===== config.mk =====
export PLATFORM = sky130hd
export DESIGN_NAME = lifo_arbiter
export DESIGN_NICKNAME = d
export VERILOG_FILES = /design/src/rtl/lifo_arbiter.sv
export SDC_FILE = /design/constraint.sdc
export NUM_CORES = 1
export LEC_CHECK = 0
export ABC_AREA = 1
export CORE_ASPECT_RATIO = 2
export CORE_MARGIN = 10
export CORE_UTILIZATION = 28
export DETAILED_ROUTE_END_ITERATION = 10
export GPL_ROUTABILITY_DRIVEN = 0
export PLACE_DENSITY = 0.91
export SLEW_MARGIN = 20
export SYNTH_ARGS = -nofsm -noshare
export SYNTH_HDL_FRONTEND = slang
export SYNTH_SLANG_ARGS = --single-unit

===== constraint.sdc =====
create_clock -name i_clk -period 3.9 [get_ports i_clk]
set_input_delay 0.78 -clock i_clk [delete_from_list [all_inputs] [get_ports i_clk]]
set_output_delay 0.78 -clock i_clk [all_outputs]
set_load 0.005 [all_outputs]

===== src/rtl/lifo_arbiter.sv =====
// Two-requester round-robin front end for a shared lifo stack: depth tracking,
// strobe generation and one-cycle responses. Define LIFO_ARBITER_GUARD_EN to refuse illegal operations.
module lifo_arbiter #(
  parameter int WIDTH = 16,
  parameter int DEPTH = 12
) (
  input  logic                           i_clk,
  input  logic                           i_rst,
  input  logic                           i_a_valid,
  input  logic [1:0]                     i_a_op,
  input  logic [WIDTH-1:0]               i_a_data,
  output logic                           o_a_ready,
  input  logic                           i_b_valid,
  input  logic [1:0]                     i_b_op,
  input  logic [WIDTH-1:0]               i_b_data,
  output logic                           o_b_ready,
  output logic [WIDTH-1:0]               o_data,
  output logic                           o_push,
  output logic                           o_pop,
  output logic                           o_swap,
  input  logic [WIDTH-1:0]               i_s0,
  input  logic [WIDTH-1:0]               i_s1,
  output logic                           o_rsp_valid,
  output logic                           o_rsp_id,
  output logic                           o_rsp_err,
  output logic [WIDTH-1:0]               o_rsp_s0,
  output logic [WIDTH-1:0]               o_rsp_s1,
  output logic [$clog2(DEPTH+1)-1:0]     o_depth,
  output logic                           o_empty,
  output logic                           o_full
);

  localparam int            DW      = $clog2(DEPTH+1);
  localparam logic [DW-1:0] DEPTH_L = DW'(DEPTH);

  localparam logic [1:0] OP_PUSH = 2'b00;
  localparam logic [1:0] OP_POP  = 2'b01;
  localparam logic [1:0] OP_SWAP = 2'b10;
  localparam logic [1:0] OP_REPL = 2'b11;

  typedef enum logic {PRI_A = 1'b0, PRI_B = 1'b1} pri_e;

  pri_e            pri_q, pri_d;
  logic [DW-1:0]   depth_q, depth_d;
  logic            gnt_a, gnt_b, gnt, issue;
  logic [1:0]      op_sel;
  logic [WIDTH-1:0] data_sel;
  logic            rsp_vld_p1, rsp_id_p1;

  // Depth step with saturation at both ends, so unchecked traffic cannot wrap.
  function automatic logic [DW-1:0] depth_step(input logic [1:0] op, input logic [DW-1:0] d);
    case (op)
      OP_PUSH: return (d == DEPTH_L) ? d : d + DW'(1);
      OP_POP:  return (d == '0)      ? d : d - DW'(1);
      default: return d;
    endcase
  endfunction

`ifdef LIFO_ARBITER_GUARD_EN
  logic legal;
  logic rsp_err_p1;

  function automatic logic op_legal(input logic [1:0] op, input logic [DW-1:0] d);
    case (op)
      OP_PUSH:         return d < DEPTH_L;
      OP_POP, OP_REPL: return d != '0;
      default:         return d >= DW'(2);
    endcase
  endfunction
`endif

  // Arbitration and next state
  always_comb begin
    pri_d    = pri_q;
    gnt_a    = i_a_valid && (!i_b_valid || (pri_q == PRI_A));
    gnt_b    = i_b_valid && !gnt_a;
    gnt      = gnt_a || gnt_b;
    op_sel   = gnt_b ? i_b_op   : i_a_op;
    data_sel = gnt_b ? i_b_data : i_a_data;
`ifdef LIFO_ARBITER_GUARD_EN
    legal    = op_legal(op_sel, depth_q);
    issue    = gnt && legal;
`else
    issue    = gnt;
`endif
    depth_d  = issue ? depth_step(op_sel, depth_q) : depth_q;
    if (gnt_a)
      pri_d = PRI_B;
    else if (gnt_b)
      pri_d = PRI_A;
  end

  // Strobes toward the lifo, live only in the grant cycle
  always_comb begin
    o_push = issue && ((op_sel == OP_PUSH) || (op_sel == OP_REPL));
    o_pop  = issue && ((op_sel == OP_POP)  || (op_sel == OP_REPL));
    o_swap = issue &&  (op_sel == OP_SWAP);
    o_data = o_push ? data_sel : '0;
  end

  assign o_a_ready = gnt_a;
  assign o_b_ready = gnt_b;

  // Stage p1: control state and response registered at the grant
  always_ff @(posedge i_clk or posedge i_rst) begin
    if (i_rst) begin
      pri_q      <= PRI_A;
      depth_q    <= '0;
      rsp_vld_p1 <= 1'b0;
      rsp_id_p1  <= 1'b0;
    end else begin
      pri_q      <= pri_d;
      depth_q    <= depth_d;
      rsp_vld_p1 <= gnt;
      if (gnt)
        rsp_id_p1 <= gnt_b;
    end
  end

`ifdef LIFO_ARBITER_GUARD_EN
  always_ff @(posedge i_clk or posedge i_rst) begin
    if (i_rst)
      rsp_err_p1 <= 1'b0;
    else if (gnt)
      rsp_err_p1 <= !legal;
  end
  assign o_rsp_err = rsp_err_p1;
`else
  assign o_rsp_err = 1'b0;
`endif

  assign o_rsp_valid = rsp_vld_p1;
  assign o_rsp_id    = rsp_id_p1;
  // The lifo has already applied the strobes, so its outputs are the post-op view.
  assign o_rsp_s0    = i_s0;
  assign o_rsp_s1    = i_s1;
  assign o_depth     = depth_q;
  assign o_empty     = (depth_q == '0);
  assign o_full      = (depth_q == DEPTH_L);

endmodule


# After elaboration in Yosys (flattened, before gate mapping)
# Index checks and enable logic that the tools add are counted.
# totals
regBits	7
inputBits	72
output_inout_bits	62
wordCells	37
# classes
addsub	2
eq_ne	6
n_mux	8
n_bitwise	1
reduce_logical	16
# op_table
operator	n
2-to-1 mux 16 bit	2
2-to-1 mux 4 bit	2
one-hot mux 4 bit (2 select lines)	1
logical AND 1 bit	5
adder 4 x 1 -> 4 bit (second input constant)	1
equality test 2 bit (second input constant)	2
equality test 4 bit (second input constant)	1
zero test 4 bit	1
logical OR 1 bit	4
inequality test 2 bit (second input constant)	2
AND reduction 4 bit	1
nonzero test 2 bit	2
subtractor 4 x 1 -> 4 bit (second input constant)	1
equality test 2 x 1 -> 1 bit (second input constant)	1
zero test 1 bit	2
zero test 2 bit	1
2-to-1 mux 1 bit	2
2-to-1 mux 2 bit	1
NOT 1 bit	1

# Depth between registers and ports, before layout
# depth
word_depth	10
mapped_depth	14
depth_no_buf	14

# Worst setup path before layout
# OpenSTA, ideal clock, no wires.
# synth_timing
kind	input to output
from	input i_a_valid
to	output o_data[10]
t_arrival_ps	2222
path_slack_ps	898
stages	10
path_cell_list	inv_2 > o21ai_2 > nand2_2 > nand2_4 > inv_1 > ha_1 > nor2_1 > buf_2 > o21ai_0 > nor2_1
# synth_between
elab_chain_len	8
elab_cells_between_ends	11
classes_between	eq/ne: 1; mux: 3; reduce/logical: 7
# synth_lines
item	line_no	rtl
from (decl)	9	input logic i_a_valid,
logical AND 1 bit *	75	gnt_a = i_a_valid && (!i_b_valid || (pri_q == PRI_A));
zero test 1 bit	76	gnt_b = i_b_valid && !gnt_a;
logical AND 1 bit	76	
2-to-1 mux 2 bit	78	op_sel = gnt_b ? i_b_op : i_a_op;
equality test 2 bit / zero test 2 bit (equally long branches)	95	o_push = issue && ((op_sel == OP_PUSH) || (op_sel == OP_REPL));
logical OR 1 bit	95	
logical AND 1 bit *	95	
named net o_push	18	output logic o_push,
2-to-1 mux 16 bit *	98	o_data = o_push ? data_sel : '0;
to (decl)	17	output logic [WIDTH-1:0] o_data,
# The timed path passes the listed nets; every way through them passes the cells marked *.

# Final worst setup path
# layout_timing
from	input i_a_valid
to	output o_data[1]
# layout_between
elab_chain_len	8
elab_cells_between_ends	11
classes_between	eq/ne: 1; mux: 3; reduce/logical: 7
# layout_lines
item	line_no
logical AND 1 bit *	75
zero test 1 bit	76
logical AND 1 bit	76
2-to-1 mux 2 bit	78
equality test 2 bit / zero test 2 bit (equally long branches)	95
logical OR 1 bit	95
logical AND 1 bit	95
2-to-1 mux 16 bit *	98
# Mark *: on every way between the ends. The rest lies on a longest branch, timed or not.

==> qor.txt <==
Synth Area in Compound Gates -> 0.1304
largest family of logic cells by synthesized area -> simple AND/OR/NAND/NOR gates
Syn Nets -> 238
die area -> 6680 µm²
post-synth cell types -> 22
area share of and/or/nand/nor cells after synthesis -> 0.3188
synth cell count leaders -> 38 x nor2_1, 33 x buf_4, 18 x o21ai_0
Async S/R FF share, synth -> 1.000
post-synthesis mux area share -> 0
via/cell ratio -> 4.446
hold_buf cts -> 0
Max VDD drop -> 164.2 µV
Die H -> 106.0 µm
worst r2r src -> pri_q
clock tree buffer depth -> 2
vias in the first global route -> 1291
first-pass GRT wire length -> 6.285 mm
setup violators final -> 0
Yosys top cell area share -> 0.2391
CTS root buffer -> clkbuf_8
total CTS buffers -> 3
die width -> 63.01 µm
Initial DRT Pass Iterations -> 4
reg2reg path depth -> 13
area delta synth->final -> 61.47%
layout cells sized above 1 -> 0.1388
CP arrival -> 3.00 ns
Crit Path Category -> input port to output pin
Final Skew -> 0.001935 ns
DRC -> 0
reg2reg setup slack -> 1.94 ns
post-synthesis sequential area ratio -> 0.1691
Total Neg Setup Slack -> 0 ns
Initial Utilization -> 0.2872
initial antenna violation count -> 0
synth top area cells -> buf_4 24%, dfrtp_1 17%, nor2_1 14%, o21ai_0 8.7%, inv_1 6.2%
Vias -> 1147
CTS Sinks -> 7
Top Ports -> 134
CP startpoint -> i_a_valid
initial DRC count -> 31
mapped cell area -> 1036 µm²
status -> complete, no violations
syn avg cell area -> 6.356 µm²
CP Capture Type -> output pin
CTS HTree Levels -> 1
f_max -> 264.8 MHz
global route overflow -> 0
number of synthesized flops with an enable pin -> 0
wirelength, routed -> 4.172 mm
Slew Viols, Final -> 0
P_leak -> 0.8438 nW
Critical Path Sink -> o_data[1]
# rows -> 31
fin nets -> 285
xor and xnor area share after synthesis -> 0.02536
Synth Flop Type -> dfrtp_1
critical path startpoint category -> input port
fin crit share -> 0.9683
Synth Area in Adders -> 0.03623
Yosys warnings -> 0
pwr/cell area -> 351.9 nW/µm²
clk slew on worst S/H paths -> 0.04 ns
leading area contributor after synthesis -> buf_4
IO Port Bufs -> 68
Finished Cell Area -> 1673 µm²
Clock Latency Late Sink -> 0.23 ns
Post-DP Area -> 1570 µm²
all-layer global routing usage -> 0.1192
most numerous cell in the Yosys netlist -> nor2_1
final hold vios -> 0
Hold Crit Class -> flop to flop
largest net degree at the start of global routing -> 18
min Tclk post-route -> 3.777 ns
max_cap viols -> 0
RR Endpoint -> o_depth[2]
CP max FO -> 8
Required @ worst endpoint -> 3.12 ns
# diodes -> 0
DP HPWL -> 3.476 mm
Final ANT Viol Nets -> 0
fin util -> 0.4638
core area -> 3607 µm²
CTS tree -> done
Synth Instances -> 163
routed len/inst -> 16.17 µm
Hold WS -> 0.5142 ns
Synth Register Bits -> 7
[how the worst min path moves through the flow]
stage	to	from	slack, ns	cells past startpoint
detailed placement	o_rsp_id	o_rsp_id	0.51	2
floorplan	o_rsp_id	o_rsp_id	0.50	2
finish	o_rsp_id	o_rsp_id	0.51	2
global route	o_rsp_id	o_rsp_id	0.57	2
CTS	o_rsp_id	o_rsp_id	0.52	2
global placement	o_depth[3]	o_depth[3]	0.52	2
[placed cells by master (no fill, tap or decap)]
cell type        synthesis  final
o21ai_2                  2      1
inv_1                   17     17
a21boi_4                 1      1
nor2_1                  38     37
nand2_4                  2      2
clkbuf_1                 2      1
o21ai_0                 18     18
buf_6                    0      2
clkdlybuf4s50_1          0     61
xor2_1                   1      1
buf_4                   33      8
inv_2                    1      1
nor3_1                   3      3
xnor2_1                  2      2
dlymetal6s2s_1           0      7
nor2_2                   1      2
clkbuf_8                 0      3
nand3_2                  3      3
nand2_1                 17     17
a21oi_2                  1      1
dfrtp_1                  7      7
ha_1                     3      3
conb_1                   1      1
o21ai_4                  0      1
nand2_2                  4      4
nand3_1                  5      5
[layout make-up]
| type | instances | area, µm² |
|---|---|---|
| clock buffers | 4 | 45.04 |
| fillers | 365 | 1934 |
| inverters | 18 | 67.56 |
| multi-input cells | 102 | 543.0 |
| flip-flops and latches | 7 | 175.2 |
| well taps | 49 | 61.31 |
| repair buffers | 78 | 780.7 |
[kinds of logic (layout without fill, tap and decap cells)]
group	count (synthesis)	in the layout
compound gates	22	22
xor+xnor	3	3
fa+ha+maj	3	3
buf+inv	54	100
flops	7	7
other cells	1	1
simple gates	73	73
[per-layer routing]
layer	vias to the layer above	track usage	routed length [µm]
li1	561	-	-
met1	477	0.09544	1309
met2	82	0.2058	1990
met3	27	0.06414	597
met4	0	0.09968	275
met5	-	0	0
[per-stage QoR]
stage / cells / total power [mW] / setup slack, ns
after global routing: 258 / 0.6410 / -0.008631
after detailed placement: 251 / 0.4776 / 0.02323
final: 258 / 0.5887 / 0.1235
after global placement: 251 / 0.4683 / 0.05472
after CTS: 255 / 0.5856 / 0.009617
after floorplan: 163 / 0.3055 / 0.8978
[flip-flops by register name, summed over array words and instances (netlist names)]
name,flops
o_rsp_valid,1
o_depth,4
o_rsp_id,1
pri_q,1
[repair_timing]
action	4_1_cts	5_1_grt
resized for setup	0	12
setup buffers	0	2
setup endpoints to repair	0	16
[power breakdown]
part           switching [mW]  internal (mW)  leakage (nW)
clock network          0.0360         0.0711        0.0228
logic                   0.154          0.200         0.738
registers              0.0314         0.0960        0.0829
[critical path: stages]
cell and delay (ns):
clkdlybuf4s50_1 0.43, buf_4 0.17, nand2_1 0.11, nand3_2 0.09, nand2_4 0.08, inv_1 0.05
ha_1 0.29, nor2_2 0.15, buf_6 0.15, o21ai_0 0.11, nor2_1 0.10, clkdlybuf4s50_1 0.51
(Power assumes the default switching activity.)
